`src/rtl/nonstd_caller.sv`:
```
// nonstd_caller: host-driven initiator for the nonstd __start/__valid/__idle
// call handshake. One host request issues a run of back-to-back calls with a
// shared argument, sums the callee latency and aborts the run on a per-call
// timeout. All outputs come straight from registers.
module nonstd_caller #(
  parameter int unsigned ARG_W   = 32,
  parameter int unsigned CNT_W   = 8,
  parameter logic [31:0] TIMEOUT = 32'hFFFF_FFFF
) (
  input  logic             __clk,
  input  logic             __resetn,
  input  logic             req_valid,
  output logic             req_ready,
  input  logic [ARG_W-1:0] req_arg,
  input  logic [CNT_W-1:0] req_count,
  output logic             rsp_valid,
  input  logic             rsp_ready,
  output logic [31:0]      rsp_cycles,
  output logic [CNT_W-1:0] rsp_calls,
  output logic             rsp_timeout,
  output logic             tick,
  output logic             __c_start,
  output logic [ARG_W-1:0] __c_p_ms,
  input  logic             __c_valid,
  input  logic             __c_idle
);

  typedef enum logic [1:0] {
    S_IDLE  = 2'd0,
    S_ISSUE = 2'd1,
    S_WAIT  = 2'd2,
    S_RESP  = 2'd3
  } state_t;

  state_t             r_state;
  logic               r_req_ready;
  logic [CNT_W-1:0]   r_remaining;
  logic [31:0]        r_lat;
  logic               r_start;
  logic [ARG_W-1:0]   r_p_ms;
  logic               r_rsp_valid;
  logic [31:0]        r_cycles;
  logic [CNT_W-1:0]   r_calls;
  logic               r_timeout;
  logic               r_tick;

  state_t             w_state;
  logic               w_req_ready;
  logic [CNT_W-1:0]   w_remaining;
  logic [31:0]        w_lat;
  logic               w_start;
  logic [ARG_W-1:0]   w_p_ms;
  logic               w_rsp_valid;
  logic [31:0]        w_cycles;
  logic [CNT_W-1:0]   w_calls;
  logic               w_timeout;
  logic               w_tick;
  logic [32:0]        w_sum;
  logic [31:0]        w_lat_inc;
  logic               w_lat_expired;

  // Latency counter helpers: saturating increment and timeout detect.
  always_comb begin
    w_lat_inc     = (r_lat == '1) ? r_lat : r_lat + 32'd1;
    w_lat_expired = (TIMEOUT != 32'd0) && (r_lat == TIMEOUT);
  end

  // Next-state and next-output logic; every registered output is computed here.
  always_comb begin
    w_state     = r_state;
    w_remaining = r_remaining;
    w_lat       = r_lat;
    w_start     = 1'b0;
    w_p_ms      = r_p_ms;
    w_rsp_valid = r_rsp_valid;
    w_cycles    = r_cycles;
    w_calls     = r_calls;
    w_timeout   = r_timeout;
    w_tick      = 1'b0;
    w_sum       = {1'b0, r_cycles} + {1'b0, r_lat};

    case (r_state)
      S_IDLE: begin
        if (req_valid && r_req_ready) begin
          w_p_ms      = req_arg;
          w_remaining = req_count;
          w_cycles    = '0;
          w_calls     = '0;
          w_timeout   = 1'b0;
          if (req_count == '0) begin
            w_state     = S_RESP;
            w_rsp_valid = 1'b1;
          end else begin
            w_state = S_ISSUE;
          end
        end
      end

      // Stale done pulses from an aborted call are dropped here by not looking
      // at __c_valid at all.
      S_ISSUE: begin
        if (__c_idle) begin
          w_start = 1'b1;
          w_lat   = '0;
          w_state = S_WAIT;
        end
      end

      // The first WAIT cycle is the one where the callee samples start, so a
      // done pulse cannot belong to this call yet; lat becomes 1 at that edge,
      // giving latency 1 for a callee that answers on the very next cycle.
      // Valid is tested before the timeout so a coincident done still counts.
      S_WAIT: begin
        if (__c_valid && !r_start) begin
          w_cycles    = w_sum[32] ? '1 : w_sum[31:0];
          w_calls     = r_calls + CNT_W'(1);
          w_tick      = 1'b1;
          w_remaining = r_remaining - CNT_W'(1);
          if (r_remaining == CNT_W'(1)) begin
            w_state     = S_RESP;
            w_rsp_valid = 1'b1;
          end else begin
            w_state = S_ISSUE;
          end
        end else if (w_lat_expired && !r_start) begin
          w_timeout   = 1'b1;
          w_state     = S_RESP;
          w_rsp_valid = 1'b1;
        end else begin
          w_lat = w_lat_inc;
        end
      end

      S_RESP: begin
        if (rsp_ready) begin
          w_rsp_valid = 1'b0;
          w_state     = S_IDLE;
        end
      end

      default: begin
        w_state = S_IDLE;
      end
    endcase

    w_req_ready = (w_state == S_IDLE);
  end

  // State and output registers with asynchronous active-low clear.
  always_ff @(posedge __clk or negedge __resetn) begin
    if (!__resetn) begin
      r_state     <= S_IDLE;
      r_req_ready <= 1'b1;
      r_remaining <= '0;
      r_lat       <= '0;
      r_start     <= 1'b0;
      r_p_ms      <= '0;
      r_rsp_valid <= 1'b0;
      r_cycles    <= '0;
      r_calls     <= '0;
      r_timeout   <= 1'b0;
      r_tick      <= 1'b0;
    end else begin
      r_state     <= w_state;
      r_req_ready <= w_req_ready;
      r_remaining <= w_remaining;
      r_lat       <= w_lat;
      r_start     <= w_start;
      r_p_ms      <= w_p_ms;
      r_rsp_valid <= w_rsp_valid;
      r_cycles    <= w_cycles;
      r_calls     <= w_calls;
      r_timeout   <= w_timeout;
      r_tick      <= w_tick;
    end
  end

  assign req_ready   = r_req_ready;
  assign rsp_valid   = r_rsp_valid;
  assign rsp_cycles  = r_cycles;
  assign rsp_calls   = r_calls;
  assign rsp_timeout = r_timeout;
  assign tick        = r_tick;
  assign __c_start   = r_start;
  assign __c_p_ms    = r_p_ms;

endmodule

```
`config.mk`:
```
export PLATFORM = sky130hd
export DESIGN_NAME = nonstd_caller
export DESIGN_NICKNAME = d
export VERILOG_FILES = /design/src/rtl/nonstd_caller.sv
export SDC_FILE = /design/constraint.sdc
export NUM_CORES = 1
export LEC_CHECK = 0
export ABC_CLOCK_PERIOD_IN_PS = 4080
export BUFFER_PORTS_ARGS = -buffer_cell sky130_fd_sc_hd__buf_4
export CAP_MARGIN = 10
export CELL_PAD_IN_SITES_DETAIL_PLACEMENT = 1
export CELL_PAD_IN_SITES_GLOBAL_PLACEMENT = 1
export CORE_UTILIZATION = 42
export CTS_BUF_LIST = sky130_fd_sc_hd__clkbuf_8 sky130_fd_sc_hd__clkbuf_16
export CTS_CLUSTER_DIAMETER = 120
export CTS_CLUSTER_SIZE = 40
export DETAILED_ROUTE_END_ITERATION = 16
export PLACE_DENSITY_LB_ADDON = 0.1
export SKIP_CTS_REPAIR_TIMING = 1
export SLEW_MARGIN = 20
export SYNTH_ARGS = -nofsm -noshare
export SYNTH_HDL_FRONTEND = slang
export SYNTH_SLANG_ARGS = --single-unit
export TNS_END_PERCENT = 5
```
`constraint.sdc`:
```
create_clock -name __clk -period 4.08 [get_ports __clk]
set_clock_uncertainty 0.1 [all_clocks]
set_input_delay 0.408 -clock __clk [delete_from_list [all_inputs] [get_ports __clk]]
set_output_delay 0.408 -clock __clk [all_outputs]
set_load 0.03 [all_outputs]
```
==> results.toml, run 1 <==
[outcome]
status = "finished clean"

[setup_path]
path_buf_inv = 0
worst_setup_path_end_kind = "register"
crit_family = "compound AO/OA/AOI/OAI gates"
critical_path_class = "reg -> reg"
slowest_stage = "nor2_1"
cp_max_fo = 8
critPathArrivalTime_ps = 3630
rrSetupSlack_ps = 620
cpPeakStageDelay_ps = 510
setup.worst_path.start_class = "register"
path_common_cell = "nor2_1"
cp.required_ps = 4250
worstPathCellList = "ha_1, fa_1, a211oi_1, nor2_1, o211a_1, o211ai_1, a21o_1, o41ai_2, nor2_1, a21oi_1"

[drt]
vias = 6385
firstDrtPassIters = 5
viasPerCell = 5.557
route.antenna.remaining_nets = 0
drtIter0Drc = 283
drc_errors = 0
routedWlPerCell_um = 18.34
routed_wl_um = 21070

[placed_design]
place_ws_ps = 595.8
io_buffers = 122
place_congestion = 0.8744
dp_hpwl_um = 14920
dp_cells = 1116

[floorplanning]
die_w_um = 130.1
die-height_um = 130.1
dieArea_mm2 = 0.01693
coreArea_mm2 = 0.01594
io_pins = 123
row_count = 46
start_util_pct = 43.24

[synth]
synthArstFlopShare_pct = 100.0
syn_area_per_cell_um2 = 8.564
synth_top_area_share_pct = 42.83
ys_top_cells_by_area = "dfrtp_1 (43%), nand2_1 (9.1%), ha_1 (6.5%)"
yosys_warnings = 0
synth_seq_cells = 119
synth-main-ff-cell = "dfrtp_1"
syn_area_mm2 = 0.006894
synth_common_cells = "nand2_1 (167), dfrtp_1 (118), nor2_1 (73)"
synth_nets = 888
yosysSeqAreaShare_pct = 43.21
synthDistinctLibCells = 61
synth_edf_count = 0
yosys.area.top_type = "dfrtp_1"
syn_inst = 805
yosysMostFrequentCell = "nand2_1"

[cells_and_area]
fillers = 1927
drive_above_1_share_pct = 19.08
syn2layout_area_growth_pct = 24.76
seqCellArea_mm2 = 0.002979
nets = 1003
fin_cells = 1149
multi_input_area_mm2 = 0.003721
antenna_cells = 0

[global_route]
grt_pass1_vias = 6581
grt_pass1_wl_um = 33780
antenna_found_initial = 0
grt_overflow = 0
track_usage_pct = 26.03
grt_max_degree = 52

[sta]
max_slew_margin_pct = 53.56
finalHoldViolations = 0
final.min_clock_period_ps = 3457
rsz0062_at_grt = "no"
setup_ws_ps = 622.5
final_max_slew_viol_count = 0
period_share_pct = 84.74
worst_slew_pin_slew_ps = 691.3
setup_tns_ps = 0
timing.fmax_mhz = 289.2
finalSetupViolCount = 0

[cts]
cts_buffers = 17
clk_pin_slew_ps = 60
clock_path_buffers = 2
htree_num_levels = 4
clock-sinks = 119
clk-insertion-delay-late_ps = 420
cts-root-buf = "clkbuf_16"
cts_tree = "done"

[power]
leakage_nw = 4.365
p_switching_mw = 2.120
p_comb_share_pct = 37.7
seqPwrFrac_pct = 33.6
power_mw = 5.162
pwr-share-clk_pct = 28.7
p_int_mw = 3.042
p_per_area_mw_per_mm2 = 600.1
irDropWorstVdd_mv = 0.2967
sw_frac_of_total_pct = 41.07

[hold_path]
worstHoldPathType = "in -> reg"

[job]
maxCapViolCount = 0
worst reg2reg max path: stages, from the launching register on:
cell and delay, ps:
dfrtp_1 420, ha_1 230, fa_1 430, a211oi_1 250
nor2_1 140, o211a_1 270, o211ai_1 420, a21o_1 230
o41ai_2 150, nor2_1 510, a21oi_1 160
registers in the layout, indices dropped and copies added, names as in the netlist:
name / count
__c_p_ms: 32
__c_start: 1
r_lat: 32
r_remaining: 8
r_state: 2
req_ready: 1
rsp_calls: 8
rsp_cycles: 32
rsp_timeout: 1
rsp_valid: 1
tick: 1
power by group through the flow:
stage / sequential (mW) / combinational [mW] / clock (mW)
global route: 1.78 / 2.13 / 1.56
finish: 1.73 / 1.95 / 1.48
detailed placement: 1.75 / 1.95 / 0
global placement: 1.73 / 1.88 / 0
CTS: 1.73 / 1.97 / 1.50
floorplan: 2.13 / 0.832 / 0
placed cells by master (no fill, tap or decap), types with 17 or more instances in the layout:
| cell type | instances |
|---|---|
| nand2_1 | 167 |
| inv_1 | 18 |
| nand3_1 | 28 |
| nor3_1 | 17 |
| o21ai_0 | 55 |
| xor2_1 | 26 |
| dfrtp_1 | 118 |
| nor2_1 | 72 |
| clkbuf_16 | 17 |
| buf_4 | 129 |
| ha_1 | 36 |
| xnor2_1 | 32 |
| a21oi_1 | 72 |
path summary, 6_finish.rpt:
check / end / depth (start not counted) / start
worst max-delay path: rsp_cycles[28]$_DFFE_PN0P_ / 10 / r_lat[0]$_DFFE_PN0P_
worst min-delay path: __c_p_ms[21]$_DFFE_PN0P_ / 3 / req_arg[21]
worst max register to register: rsp_cycles[28]$_DFFE_PN0P_ / 10 / r_lat[0]$_DFFE_PN0P_
worst min register to register: __c_p_ms[23]$_DFFE_PN0P_ / 2 / __c_p_ms[23]$_DFFE_PN0P_
max in group asynchronous: rsp_cycles[15]$_DFFE_PN0P_ / 3 / __resetn
min in group asynchronous: __c_p_ms[5]$_DFFE_PN0P_ / 2 / __resetn
final cells by class:
| class | count | share of cell area, % |
|---|---|---|
| inverter | 19 | 0.8292 |
| multi-input combinational | 633 | 43.26 |
| clock buffer | 17 | 4.946 |
| clock inverter | 15 | 1.804 |
| timing repair buffer | 130 | 11.38 |
| sequential | 119 | 34.64 |
| tap | 216 | 3.142 |
kinds of logic (layout without fill, tap and decap cells):
family                     after synthesis  count (layout)  synth area share [%]
adders and majority gates               37              37                 6.824
and+or+nand+nor                        350             350                 23.09
xor gates and xnor gates                58              58                 7.368
buffers and inverters                   53             181                 2.994
AOI/OAI and AO/OA                      188             188                 16.52
DFF                                    119             119                 43.21
metal layers:
metal | routed length, um | vias to the layer above | track usage, %
met5 | 0 | - | 0
met1 | 9483 | 3162 | 33.21
met4 | 297 | 0 | 8.208
met2 | 10290 | 158 | 44.65
li1 | - | 3036 | -
met3 | 999 | 29 | 4.674
through the flow:
step | cell area [um^2] | util, % | hold slack, ps
global route | 8601 | 53.95 | 61.74
floorplan | 6894 | - | 12.41
detailed placement | 8006 | 50.22 | 339.6
global placement | 8006 | 50.22 | 336.5
finish | 8601 | 53.95 | 76.06
CTS | 8587 | 53.86 | -102.9
No activity file was read; power rests on OpenSTA's default activity.
==> run 2: changes to the inputs <==
--- a/config.mk
+++ b/config.mk
@@ -5,7 +5,7 @@
 export SDC_FILE = /design/constraint.sdc
 export NUM_CORES = 1
 export LEC_CHECK = 0
-export ABC_CLOCK_PERIOD_IN_PS = 4080
+export ABC_CLOCK_PERIOD_IN_PS = 3300
 export BUFFER_PORTS_ARGS = -buffer_cell sky130_fd_sc_hd__buf_4
 export CAP_MARGIN = 10
 export CELL_PAD_IN_SITES_DETAIL_PLACEMENT = 1
==> constraint.sdc (replaced) <==
create_clock -name __clk -period 3.3 [get_ports __clk]
set_clock_uncertainty 0.1 [all_clocks]
set_input_delay 0.33 -clock __clk [delete_from_list [all_inputs] [get_ports __clk]]
set_output_delay 0.33 -clock __clk [all_outputs]
set_load 0.03 [all_outputs]
==> results.toml, run 2 (same netlist as run 1, synthesis figures left out) <==
[cells_and_area]
fin_util_pct = 54.69
drive_above_1_share_pct = 19.92
layout_common_cells = "nand2_1 (167), buf_4 (134), dfrtp_1 (118)"
antenna_cells = 0
final_common_cell = "nand2_1"
syn2layout_area_growth_pct = 26.46
nets = 1014

[global_route]
grt_overflow = 0
grt_max_degree = 62
track_usage_pct = 26.00
grt_pass1_vias = 6536
antenna_found_initial = 0
grt_pass1_wl_um = 33870

[sta]
hold_ws_ps = -4.479
final.min_clock_period_ps = 3144
period_share_pct = 95.27
setup_ws_ps = 156.0
worst_slew_pin_slew_ps = 1082
finalHoldViolations = 6
rsz0062_at_grt = "yes"
finalSetupViolCount = 0
max_slew_margin_pct = 27.88
timing.fmax_mhz = 318.1
final_max_slew_viol_count = 0

[drt]
routed_wl_um = 21220
firstDrtPassIters = 4
drtIter0Drc = 377
viasPerCell = 5.522
routedWlPerCell_um = 18.30
drc_errors = 0
route.antenna.remaining_nets = 0
vias = 6405

[setup_path]
cp_max_fo = 6
cp.required_ps = 3510
setup.worst_path.start = "r_lat[0]$_DFFE_PN0P_"
rrSetupSlack_ps = 160
regToRegEndpoint = "rsp_cycles[27]$_DFFE_PN0P_"
worst_setup_path_end_kind = "register"
critPathArrivalTime_ps = 3350
r2r_start = "r_lat[0]$_DFFE_PN0P_"
crit_end = "rsp_cycles[27]$_DFFE_PN0P_"
timing.reg2reg.worst_path_depth = 12
critical_path_class = "reg -> reg"
setup.worst_path.start_class = "register"

[placed_design]
place_ws_ps = 43.42
dp_hpwl_um = 14930
io_buffers = 122
place_congestion = 0.8996

[cts]
cts-root-buf = "clkbuf_16"
cts_buffers = 17
clk_pin_slew_ps = 60
clk-insertion-delay-late_ps = 430
clock-sinks = 119
cts_tree = "done"
htree_num_levels = 4
clock_path_buffers = 2

[power]
sw_frac_of_total_pct = 41.37
p_comb_share_pct = 38.8
seqPwrFrac_pct = 33.5
p_per_area_mw_per_mm2 = 730.2
leakage_nw = 4.435
pwr-share-clk_pct = 27.7
irDropWorstVdd_mv = 0.4242
p_int_mw = 3.733
power_mw = 6.366
p_switching_mw = 2.634

[floorplanning]
start_util_pct = 43.24
die-height_um = 130.1
io_pins = 123
coreArea_mm2 = 0.01594
row_count = 46
die_w_um = 130.1
dieArea_mm2 = 0.01693

[outcome]
status = "finished, violations left"
violations = "hold timing"

[hold_path]
worstHoldPathType = "in -> reg"

[job]
maxCapViolCount = 0
-- run 2: cell type report --
cell class / count / area, um^2
flip-flops and latches: 119 / 2979
inverters: 19 / 71.32
clock buffers: 18 / 439.2
multi-input cells: 633 / 3742
clock inverters: 14 / 128.9
well taps: 216 / 270.3
fillers: 1921 / 7224
repair buffers: 141 / 1087
-- run 2: through the flow --
stage,std cells,instance area [um^2],TNS (ps)
after floorplan,805,6894,0
after global placement,1123,8071,0
after global routing,1160,8718,-230.3
final,1160,8718,0
after detailed placement,1123,8071,0
after CTS,1155,8640,-347.5
-- run 2: routing by layer --
| metal | part of all wire (%) | wire length, um | GRT usage [%] | vias up |
|---|---|---|---|---|
| met1 | 45 | 9453 | 32.95 | 3188 |
| met5 | 0 | 0 | 0 | - |
| met3 | 4.2 | 893 | 4.633 | 37 |
| met2 | 49 | 10450 | 43.93 | 136 |
| li1 | - | - | - | 3044 |
| met4 | 2.0 | 425 | 10.26 | 0 |
-- run 2: power by group through the flow --
stage	logic (mW)	registers [mW]	clock network (mW)
global route	2.71	2.18	1.87
global placement	2.37	2.12	0
CTS	2.49	2.13	1.80
detailed placement	2.47	2.15	0
finish	2.47	2.13	1.76
floorplan	1.03	2.64	0
-- run 2: worst min path at each step --
| stage | from | to | depth (start not counted) |
|---|---|---|---|
| floorplan | __resetn | __c_p_ms[0]$_DFFE_PN0P_ | 0 |
| global placement | __resetn | __c_p_ms[5]$_DFFE_PN0P_ | 1 |
| detailed placement | __c_p_ms[2]$_DFFE_PN0P_ | __c_p_ms[2]$_DFFE_PN0P_ | 2 |
| CTS | __resetn | __c_p_ms[7]$_DFFE_PN0P_ | 1 |
| global route | req_arg[14] | __c_p_ms[14]$_DFFE_PN0P_ | 3 |
| finish | req_arg[7] | __c_p_ms[7]$_DFFE_PN0P_ | 3 |
-- run 2: worst max-delay path, cell delays in order (launching register included) --
cell and delay (ps):
dfrtp_1 430, ha_1 230, fa_1 440, a211oi_2 260, nor2_2 100, o211a_1 260
o211ai_1 160, buf_4 170, a21o_1 210, o41ai_4 140, nor2_1 250, buf_4 200
a21oi_1 70
